## src/rtl/alu_arbiter.sv

```systemverilog
// alu_arbiter: shares one external combinational ALU between two requesters.
//
// Sequence per operation: IDLE (sample requests, pick winner, latch operands)
// -> EXEC (drive latched operands to the ALU, one-cycle grant to the winner)
// -> DONE (registered result valid for one cycle) -> IDLE.
//
// Ports:
//   clk, rst               clock, asynchronous active-low reset
//   req0/req1              operation requests, held high until granted
//   a0,b0,op0,cin0,s0      requester 0 operands, opcode, carry-in, flag-update
//   a1,b1,op1,cin1,s1      requester 1 operands, opcode, carry-in, flag-update
//   gnt0/gnt1              one-cycle grant pulse (high during EXEC)
//   alu_a,alu_b,alu_op,
//   alu_cin                operands to the shared ALU (zero outside EXEC)
//   alu_res,alu_cout,
//   alu_zero,alu_neg       combinational ALU outputs
//   res,res_id,err         registered result, owner and invalid-opcode flag
//   res_valid              one-cycle pulse qualifying res/res_id/err
//   flag_n,flag_z,flag_c   architectural NZC flags
//   busy                   high whenever not IDLE
module alu_arbiter #(
    parameter int unsigned WIDTH = 32
) (
    input  logic             clk,
    input  logic             rst,
    input  logic             req0,
    input  logic             req1,
    input  logic [WIDTH-1:0] a0,
    input  logic [WIDTH-1:0] b0,
    input  logic [WIDTH-1:0] a1,
    input  logic [WIDTH-1:0] b1,
    input  logic [3:0]       op0,
    input  logic [3:0]       op1,
    input  logic             cin0,
    input  logic             cin1,
    input  logic             s0,
    input  logic             s1,
    output logic             gnt0,
    output logic             gnt1,
    output logic [WIDTH-1:0] alu_a,
    output logic [WIDTH-1:0] alu_b,
    output logic [3:0]       alu_op,
    output logic             alu_cin,
    input  logic [WIDTH-1:0] alu_res,
    input  logic             alu_cout,
    input  logic             alu_zero,
    input  logic             alu_neg,
    output logic [WIDTH-1:0] res,
    output logic             res_valid,
    output logic             res_id,
    output logic             err,
    output logic             flag_n,
    output logic             flag_z,
    output logic             flag_c,
    output logic             busy
);

    localparam logic [1:0] IDLE = 2'd0;
    localparam logic [1:0] EXEC = 2'd1;
    localparam logic [1:0] DONE = 2'd2;

    localparam logic [3:0] OP_AND = 4'b0000;
    localparam logic [3:0] OP_SUB = 4'b0010;
    localparam logic [3:0] OP_ADD = 4'b0100;

    logic [1:0]       state_q, state_d;
    logic             last_id_q;
    logic [WIDTH-1:0] lat_a_q, lat_b_q;
    logic [3:0]       lat_op_q;
    logic             lat_cin_q, lat_s_q, lat_id_q;
    logic [WIDTH-1:0] res_q;
    logic             res_id_q, err_q;
    logic             flag_n_q, flag_z_q, flag_c_q;

    logic any_req;
    logic win_id;
    logic op_valid;

    always_comb begin
        any_req = req0 | req1;
        // On a tie the requester that did not win last time goes next.
        win_id  = (req0 & req1) ? ~last_id_q : req1;
        op_valid = (lat_op_q == OP_AND) || (lat_op_q == OP_SUB) || (lat_op_q == OP_ADD);
    end

    always_comb begin
        state_d = state_q;
        unique case (state_q)
            IDLE:    state_d = any_req ? EXEC : IDLE;
            EXEC:    state_d = DONE;
            DONE:    state_d = IDLE;
            default: state_d = IDLE;
        endcase
    end

    always_ff @(posedge clk or negedge rst) begin
        if (!rst) begin
            state_q   <= IDLE;
            last_id_q <= 1'b1;
            lat_a_q   <= '0;
            lat_b_q   <= '0;
            lat_op_q  <= '0;
            lat_cin_q <= 1'b0;
            lat_s_q   <= 1'b0;
            lat_id_q  <= 1'b0;
            res_q     <= '0;
            res_id_q  <= 1'b0;
            err_q     <= 1'b0;
            flag_n_q  <= 1'b0;
            flag_z_q  <= 1'b0;
            flag_c_q  <= 1'b0;
        end else begin
            state_q <= state_d;
            if (state_q == IDLE && any_req) begin
                lat_a_q   <= win_id ? a1 : a0;
                lat_b_q   <= win_id ? b1 : b0;
                lat_op_q  <= win_id ? op1 : op0;
                lat_cin_q <= win_id ? cin1 : cin0;
                lat_s_q   <= win_id ? s1 : s0;
                lat_id_q  <= win_id;
                last_id_q <= win_id;
            end
            if (state_q == EXEC) begin
                res_q    <= op_valid ? alu_res : '0;
                res_id_q <= lat_id_q;
                err_q    <= ~op_valid;
                if (lat_s_q && op_valid) begin
                    flag_n_q <= alu_neg;
                    flag_z_q <= alu_zero;
                    // AND has no meaningful carry, so C is cleared.
                    flag_c_q <= (lat_op_q == OP_AND) ? 1'b0 : alu_cout;
                end
            end
        end
    end

    always_comb begin
        gnt0      = (state_q == EXEC) && !lat_id_q;
        gnt1      = (state_q == EXEC) && lat_id_q;
        alu_a     = (state_q == EXEC) ? lat_a_q : '0;
        alu_b     = (state_q == EXEC) ? lat_b_q : '0;
        alu_op    = (state_q == EXEC) ? lat_op_q : 4'b0000;
        alu_cin   = (state_q == EXEC) ? lat_cin_q : 1'b0;
        res       = res_q;
        res_valid = (state_q == DONE);
        res_id    = res_id_q;
        err       = err_q;
        flag_n    = flag_n_q;
        flag_z    = flag_z_q;
        flag_c    = flag_c_q;
        busy      = (state_q != IDLE);
    end

endmodule

```

## config.mk

```make
export PLATFORM = sky130hd
export DESIGN_NAME = alu_arbiter
export DESIGN_NICKNAME = d
export VERILOG_FILES = /design/src/rtl/alu_arbiter.sv
export SDC_FILE = /design/constraint.sdc
export NUM_CORES = 1
export LEC_CHECK = 0
export CAP_MARGIN = 20
export CORE_ASPECT_RATIO = 0.9
export CORE_MARGIN = 1.5
export CORE_UTILIZATION = 39
export CTS_CLUSTER_DIAMETER = 150
export DETAILED_ROUTE_END_ITERATION = 16
export PLACE_DENSITY = 0.85
export SYNTH_ARGS = -nofsm -noshare
export SYNTH_HDL_FRONTEND = slang
export SYNTH_SLANG_ARGS = --single-unit
```

## constraint.sdc

```tcl
create_clock -name clk -period 1.8 [get_ports clk]
set_input_delay 0.36 -clock clk [delete_from_list [all_inputs] [get_ports clk]]
set_output_delay 0.36 -clock clk [all_outputs]
set_load 0.02 [all_outputs]
```

=== After elaboration in Yosys (flattened, before gate mapping) ===
Index checks and enable logic that the tools add are counted.

* Reduce and logical (&&, ||, !) cells: 11
* Add/sub/neg operators: 0
* Bitwise operators: 4
* Divide/modulo/power cells: 0
* Shifts and indexed selects: 0
* Equal/unequal tests: 4
* Mux-type cells: 14
* $lt $le $gt $ge: 0
* Multipliers: 0

{| class="wikitable"
|+ Operator list
! kind !! count
|-
| 2-to-1 mux 32 bit || 5
|-
| 2-to-1 mux 4 bit || 2
|-
| 2-to-1 mux 1 bit || 6
|-
| == test 4 x 2 -> 1 bit, second input constant || 1
|-
| == test 4 x 3 -> 1 bit, second input constant || 1
|-
| logical AND 1 bit || 4
|-
| zero test 4 bit || 1
|-
| one-hot mux 2 bit (2 select lines) || 1
|-
| == test 2 x 1 -> 1 bit, second input constant || 1
|-
| == test 2 bit, second input constant || 1
|-
| zero test 2 bit || 1
|-
| logical OR 1 bit || 2
|-
| inverter 1 bit || 2
|-
| AND reduction 2 bit || 1
|-
| nonzero test 2 bit || 1
|-
| bitwise AND 1 bit || 1
|-
| zero test 1 bit || 1
|-
| bitwise OR 1 bit || 1
|}

* Register bits: 111
* Bits in latches: 0
* Memory bits (read-only): 0
* Logic and storage cells: 47
* RAM bits: 0
* Memories: 0

=== Depth between registers and ports, before layout ===
Gate-level depths: netlist of run 1.

* Depth after elaboration: 5
* Mapped depth: 6

=== Worst setup path before layout of run 1 ===
No wires, ideal clock.

* Kind: register to output
* From: reg state_q[1]
* To: out alu_a[0]
* Arrival time: 1.257 ns
* Path slack: 0.183 ns
* Stages on the path, launching flop included: 6
* Required time: 1.440 ns
* Cells stage by stage: dfrtp_1 > nand2b_1 > buf_2 > inv_1 > clkbuf_1 > and2_1

* Longest elaborated chain between the ends: 2

{| class="wikitable"
|+ Ends and longest elaborated chain
! element !! RTL line !! RTL
|-
| start: declaration || 66 || <nowiki>logic [1:0] state_q, state_d;</nowiki>
|-
| start signal: assignment || 113 || <nowiki>state_q <= state_d;</nowiki>
|-
| == test 2 x 1 -> 1 bit || 140 || <nowiki>alu_a = (state_q == EXEC) ? lat_a_q : '0;</nowiki>
|-
| 2-to-1 mux 32 bit || 140 ||
|-
| end: declaration || 40 || <nowiki>output logic [WIDTH-1:0] alu_a,</nowiki>
|}

No other way between the ends.

=== Worst setup path in the final report of run 1 ===
* From: reg state_q[0]
* To: out alu_a[22]

The elaborated chain is that of the path after synthesis.

==> results_dict.tcl, run 1 <==
set metrics [dict create \
    cap_viol_max_count 0 \
    fmax_ghz 0.516 \
    grt_antenna_before_repair 0 \
    power_frac_comb_pct 62.3 \
    rrSetupSlack_ns 0.07 \
    dp_cells 927 \
    violations "setup timing" \
    rsz0062_at_grt "true" \
    fin_area_sq_um 9580 \
    grt_use_total_pct 26.2 \
    dpl_cell_area_sq_um 8500 \
    start_util_pct 40.0 \
    gp_congestion 0.859 \
    fin_util_pct 71.7 \
    synth-xor-area-share_pct 0 \
    worstPathArrival_ns 1.58 \
    ir_worst_vdd_mv 1.17 \
    synth_top_family_by_area "compound AO/OA/AOI/OAI gates" \
    syn_avg_cell_area_sq_um 10.8 \
    final-instance-count-excl-fill 969 \
    path_cells "nand2b_4 -> inv_6 -> buf_12 -> buf_16 -> buf_12 -> and2_4 -> buf_6" \
    worst-setup-path-type "register to primary output" \
    worst-path-buf-inv 5 \
    synthesis.nets 675 \
    numCtsBuffers 9 \
    ant_nets 0 \
    vias 5381 \
    core_sq_um 13400 \
    power_density_nw_per_um2 1770 \
    clock_sinks 111 \
    fin_setup_tns_ns -4.26 \
    cts_tree "done" \
    place.port_buffers 288 \
    final_common_cell "clkdlybuf4s50_1" \
    n_antenna_cell 0 \
    final.setup.worst_slack_ns -0.139 \
    r2r_cells 8 \
    cp-start-kind "register" \
    slowest_delay_ns 0.42 \
    grt_max_degree 112 \
    path_clk_slew_ns 0.07 \
    outcome "complete, but fails checks" \
    cts_root_buf "clkbuf_16" \
    p_sw_mw 6.32 \
    fin_skew_ns 0.00773 \
    pwr-share-seq_pct 26.2 \
    clock_power_share_pct 11.5 \
    routed_wl_um 20800 \
    leakage_nw 4.18 \
    slew_violations 0 \
    hold_viol 0 \
    vias_per_cell 5.55 \
    path_delay_family "buffers and inverters" \
    regArea_sq_um 2780 \
    dp_hpwl_um 12600 \
    min_period_ns 1.94 \
    postCtsHoldBufs 0 \
    sw_frac_of_total_pct 37.3 \
    path_max_fanout 7 \
    die_y_um 114 \
    ys_seq_elements 111 \
    yosys-mux-area-fraction_pct 1.41 \
    area_growth_syn_to_layout_pct 79.4 \
    final_cell_mix "clkdlybuf4s50_1, dfrtp_1, buf_6" \
    drive_gt1_share_pct 28.2 \
    p_int_mw 10.6 \
    drtIter0Drc 228 \
    multi_input_area_sq_um 2510 \
    synth_area_sq_um 5340 \
    synthAdderAreaFrac_pct 0 \
    timing.rr.end "lat_b_q[10]" \
    io_pins 289 \
    relSlewSlack_pct 57.9 \
    tightest_slew_ns 0.632 \
    crit_slowest_cell "dfrtp_1" \
    yosys.area_share.simple_pct 14.5 \
    wl_per_cell_um 21.4 \
    firstDrtPassIters 4 \
    nNetsFinal 977 \
    design.die.area_sq_um 14400 \
    synth_compound_area_share_pct 27.3 \
    ys_types 27 \
    cts_max_level 3 \
    holdWs_ns 0.0582 \
    p_total_mw 16.9 \
    dp_slack_ns -0.185 \
    setup_viol 67 \
    r2r_start "state_q[0]" \
    required_ns 1.44 \
    clock_latency_ns 0.34 \
    grt_pass1_vias 5563 \
    end_kind "primary output" \
    min_path_type "input port to async pin" \
    chipWidth_um 126 \
    cts_buffer_depth 2 \
    grt_pass1_wl_um 29200 \
    drc 0 \
    overflow 0 \
    synth_warnings 0 \
    rows 40 \
    syn_inst 496 \
    seq_area_frac_synth_pct 52.1 \
    crit_top_cell "buf_12" \
    period_share_pct 108 \
    fillers 899 \
    cp_num_cells 7 \
]
==> worst register-to-register path, cell delays in order (launching register included) <==
cell,delay [ns]
dfrtp_1,0.42
buf_4,0.15
or2_4,0.28
buf_12,0.14
nor2_8,0.15
buf_12,0.12
buf_4,0.09
buf_4,0.11
a2bb2oi_1,0.17
==> Yosys cell counts <==
library cell / instances / area, sq um
nor2_8: 1 / 20.0
a2bb2oi_1: 68 / 596
nand2_1: 69 / 259
dfrtp_1: 110 / 2750
nor3_2: 1 / 10.0
dfstp_2: 1 / 26.3
o41ai_1: 1 / 8.76
a2bb2oi_2: 1 / 15.0
and2_1: 70 / 438
a22o_1: 32 / 280
nor2_2: 1 / 6.26
a21o_1: 1 / 7.51
nor2_4: 1 / 11.3
a211oi_1: 69 / 518
a211o_1: 1 / 8.76
a21boi_2: 1 / 11.3
nor2_1: 3 / 11.3
buf_4: 9 / 67.6
inv_1: 3 / 11.3
clkbuf_1: 27 / 101
a21bo_2: 1 / 10.0
nor2b_1: 1 / 6.26
mux2_2: 4 / 45.0
nand2b_1: 1 / 6.26
or2_1: 1 / 6.26
mux2i_1: 3 / 30.0
buf_2: 15 / 75.1
==> kinds of logic after synthesis <==
logic type / count (synthesis)
compound gates: 175
buf+inv: 54
mux: 7
flops: 111
simple gates: 149
==> routing by layer <==
| layer | routed length (um) | up-vias | part of all wire, % | track usage (%) |
|---|---|---|---|---|
| met1 | 8170 | 2632 | 39 | 31.8 |
| met5 | 0 | - | 0 | 0 |
| li1 | - | 2425 | - | - |
| met2 | 10500 | 279 | 51 | 46.0 |
| met4 | 531 | 0 | 2.6 | 11.0 |
| met3 | 1570 | 45 | 7.6 | 5.25 |
==> area by class of cell <==
| class | instances | share of cell area, % |
|---|---|---|
| Sequential cell | 111 | 29.0 |
| Inverter | 3 | 0.170 |
| Clock inverter | 4 | 0.509 |
| Multi-Input combinational cell | 331 | 26.2 |
| Tap cell | 168 | 2.19 |
| Clock buffer | 10 | 2.39 |
| Timing Repair Buffer | 342 | 39.6 |
==> how the worst max path moves through the flow <==
stage          slack (ns)   endpoint       start
2_1_floorplan        0.18   alu_a[0]  state_q[1]
6_report            -0.14  alu_a[22]  state_q[0]
5_1_grt             -0.18  alu_a[16]  state_q[0]
4_1_cts             -0.16  alu_op[0]  state_q[0]
3_5_place_dp        -0.19  alu_b[10]  state_q[1]
3_3_place_gp        -0.16       gnt1  state_q[1]
==> what timing repair did <==
item,CTS,global route
cloned,6,8
buffers inserted,7,9
resized for setup,384,134
endpoints found under the setup margin,90,90
pin swaps,9,6
==> power groups by stage <==
stage | sequential (mW) | clock, mW | combinational [mW]
global placement | 4.33 | 0 | 7.85
global route | 4.56 | 2.08 | 11.1
finish | 4.44 | 1.94 | 10.5
detailed placement | 4.35 | 0 | 8.05
floorplan | 4.55 | 0 | 4.26
CTS | 4.37 | 1.99 | 8.92
==> sequential cells by signal, indices dropped and copies added (netlist names), 2 cells and up <==
name and cells:
lat_a_q 32, state_q 2, lat_op_q 4, lat_b_q 32, res 32
Note: power is estimated with default switching activity, not from simulation.
==> run 2: changes to the inputs <==
--- a/config.mk
+++ b/config.mk
@@ -10,6 +10,7 @@
 export CORE_MARGIN = 1.5
 export CORE_UTILIZATION = 39
 export CTS_CLUSTER_DIAMETER = 150
+export CTS_CLUSTER_SIZE = 20
 export DETAILED_ROUTE_END_ITERATION = 16
 export PLACE_DENSITY = 0.85
 export SYNTH_ARGS = -nofsm -noshare
==> results of run 2 <==
Final layout, timing and power as in run 1 (identical DEF).
==> run 3: changes to the inputs <==
--- a/config.mk
+++ b/config.mk
@@ -13,6 +13,8 @@
 export CTS_CLUSTER_SIZE = 20
 export DETAILED_ROUTE_END_ITERATION = 16
 export PLACE_DENSITY = 0.85
+export REMOVE_ABC_BUFFERS = 1
+export SLEW_MARGIN = 40
 export SYNTH_ARGS = -nofsm -noshare
 export SYNTH_HDL_FRONTEND = slang
 export SYNTH_SLANG_ARGS = --single-unit
==> results_dict.tcl, run 3 (synthesis gave the netlist of run 1 again) <==
set metrics [dict create \
    cts_root_buf "clkbuf_16" \
    outcome "complete, but fails checks" \
    ir_worst_vdd_mv 0.895 \
    min_period_ns 1.83 \
    ant_nets 0 \
    vias 5283 \
    overflow 0 \
    end_kind "primary output" \
    power_density_nw_per_um2 1670 \
    die_y_um 114 \
    cp-start-kind "register" \
    gp_congestion 0.828 \
    crit_slowest_cell "dfrtp_1" \
    place.port_buffers 288 \
    grt_max_degree 58 \
    grt_use_total_pct 24.3 \
    fin_skew_ns 0.0106 \
    fillers 972 \
    violations "setup timing" \
    cts_tree "done" \
    drtIter0Drc 324 \
    slowest_delay_ns 0.38 \
    nNetsFinal 952 \
    chipWidth_um 126 \
    leakage_nw 3.91 \
    n_antenna_cell 0 \
    drc 0 \
    firstDrtPassIters 4 \
    grt_pass1_wl_um 27600 \
    numCtsBuffers 9 \
    path_cells "nand2b_4 -> inv_8 -> buf_12 -> and2_1 -> buf_4" \
    dp_slack_ns -0.195 \
    io_pins 289 \
    hold_viol 0 \
    multi_input_area_sq_um 2460 \
    setup_viol 11 \
    wl_per_cell_um 19.7 \
    grt_antenna_before_repair 0 \
    start_util_pct 40.0 \
    cap_viol_max_count 0 \
    final_common_cell "clkdlybuf4s50_1" \
    path_clk_slew_ns 0.07 \
    tightest_slew_ns 0.536 \
    fmax_ghz 0.546 \
    cts_buffer_depth 2 \
    final_cell_mix "clkdlybuf4s50_1, dfrtp_1, nand2_1" \
    final.setup.worst_slack_ns -0.0305 \
    rrSetupSlack_ns 0.02 \
    regArea_sq_um 2780 \
    dp_cells 921 \
    design.die.area_sq_um 14400 \
    relSlewSlack_pct 64.3 \
    cts_max_level 3 \
    routed_wl_um 18600 \
    clock_sinks 111 \
    r2r_start "state_q[1]" \
    path_max_fanout 26 \
    area_growth_syn_to_layout_pct 70.2 \
    dp_hpwl_um 12700 \
    worst-setup-path-type "register to primary output" \
    slew_violations 0 \
    fin_setup_tns_ns -0.0964 \
    drive_gt1_share_pct 21.0 \
    core_sq_um 13400 \
    r2r_cells 6 \
    timing.rr.end "lat_id_q" \
    clock_latency_ns 0.33 \
    grt_pass1_vias 5404 \
    final-instance-count-excl-fill 946 \
    required_ns 1.44 \
    rows 40 \
    period_share_pct 102 \
    worstPathArrival_ns 1.47 \
    min_path_type "input port to async pin" \
    rsz0062_at_grt "true" \
    vias_per_cell 5.58 \
]
run 3: final cells by class:
| type | instances | area share [%] |
|---|---|---|
| Clock buffer | 10 | 2.52 |
| Sequential cell | 111 | 30.6 |
| Inverter | 3 | 0.207 |
| Tap cell | 168 | 2.31 |
| Clock inverter | 6 | 0.496 |
| Multi-Input combinational cell | 331 | 27.0 |
| Timing Repair Buffer | 317 | 36.9 |
run 3: worst max-delay path, delay by kind of cell, from the launching register on:
| family | cells | cell delay [ns] |
|---|---|---|
| buf+inv | 3 | 0.40 |
| simple gates | 2 | 0.35 |
| flops | 1 | 0.38 |
run 3: worst max path at each step:
stage	startpoint	end	slack (ns)	cells after the start
after floorplan	state_q[0]	lat_id_q	-0.88	3
after global placement	state_q[1]	alu_a[15]	-0.20	5
after detailed placement	state_q[1]	alu_a[18]	-0.19	5
after CTS	state_q[1]	alu_a[16]	-0.11	5
after global routing	state_q[1]	gnt1	-0.08	5
final	state_q[1]	alu_b[19]	-0.03	5
run 3: timing repair:
| action | 4_1_cts | 5_1_grt |
|---|---|---|
| resized for setup | 331 | 105 |
| cloned | 1 | 4 |
| setup endpoints to repair | 143 | 109 |
| pin swaps | 1 | 6 |
| setup buffers | 3 | 0 |
| hold endpoints to repair | 7 | 0 |
| hold buffers | 1 | 0 |
run 3: routing by layer:
| metal | up-vias | GRT usage [%] | wire length (um) |
|---|---|---|---|
| met5 | - | 0 | 0 |
| met3 | 50 | 4.74 | 1360 |
| met2 | 281 | 42.5 | 9500 |
| met1 | 2586 | 29.5 | 7140 |
| met4 | 0 | 10.5 | 595 |
| li1 | 2366 | - | - |
run 3: per-stage QoR:
stage | hold slack, ns | power [mW] | utilization (%) | cell area (sq um)
after floorplan | 0.0644 | 8.60 | - | 5090
after global placement | 0.203 | 12.2 | 63.7 | 8520
after detailed placement | 0.204 | 12.4 | 63.7 | 8520
after CTS | 0.387 | 14.1 | 64.6 | 8630
after global routing | 0.422 | 16.0 | 68.0 | 9090
final | 0.423 | 15.2 | 68.0 | 9090
run 3: power by group:
| group | switching [mW] | internal [mW] | leakage (nW) |
|---|---|---|---|
| Combinational | 4.27 | 4.69 | 2.44 |
| Clock | 0.908 | 0.952 | 0.137 |
| Sequential | 0.724 | 3.67 | 1.33 |
| Total | 5.90 | 9.31 | 3.91 |
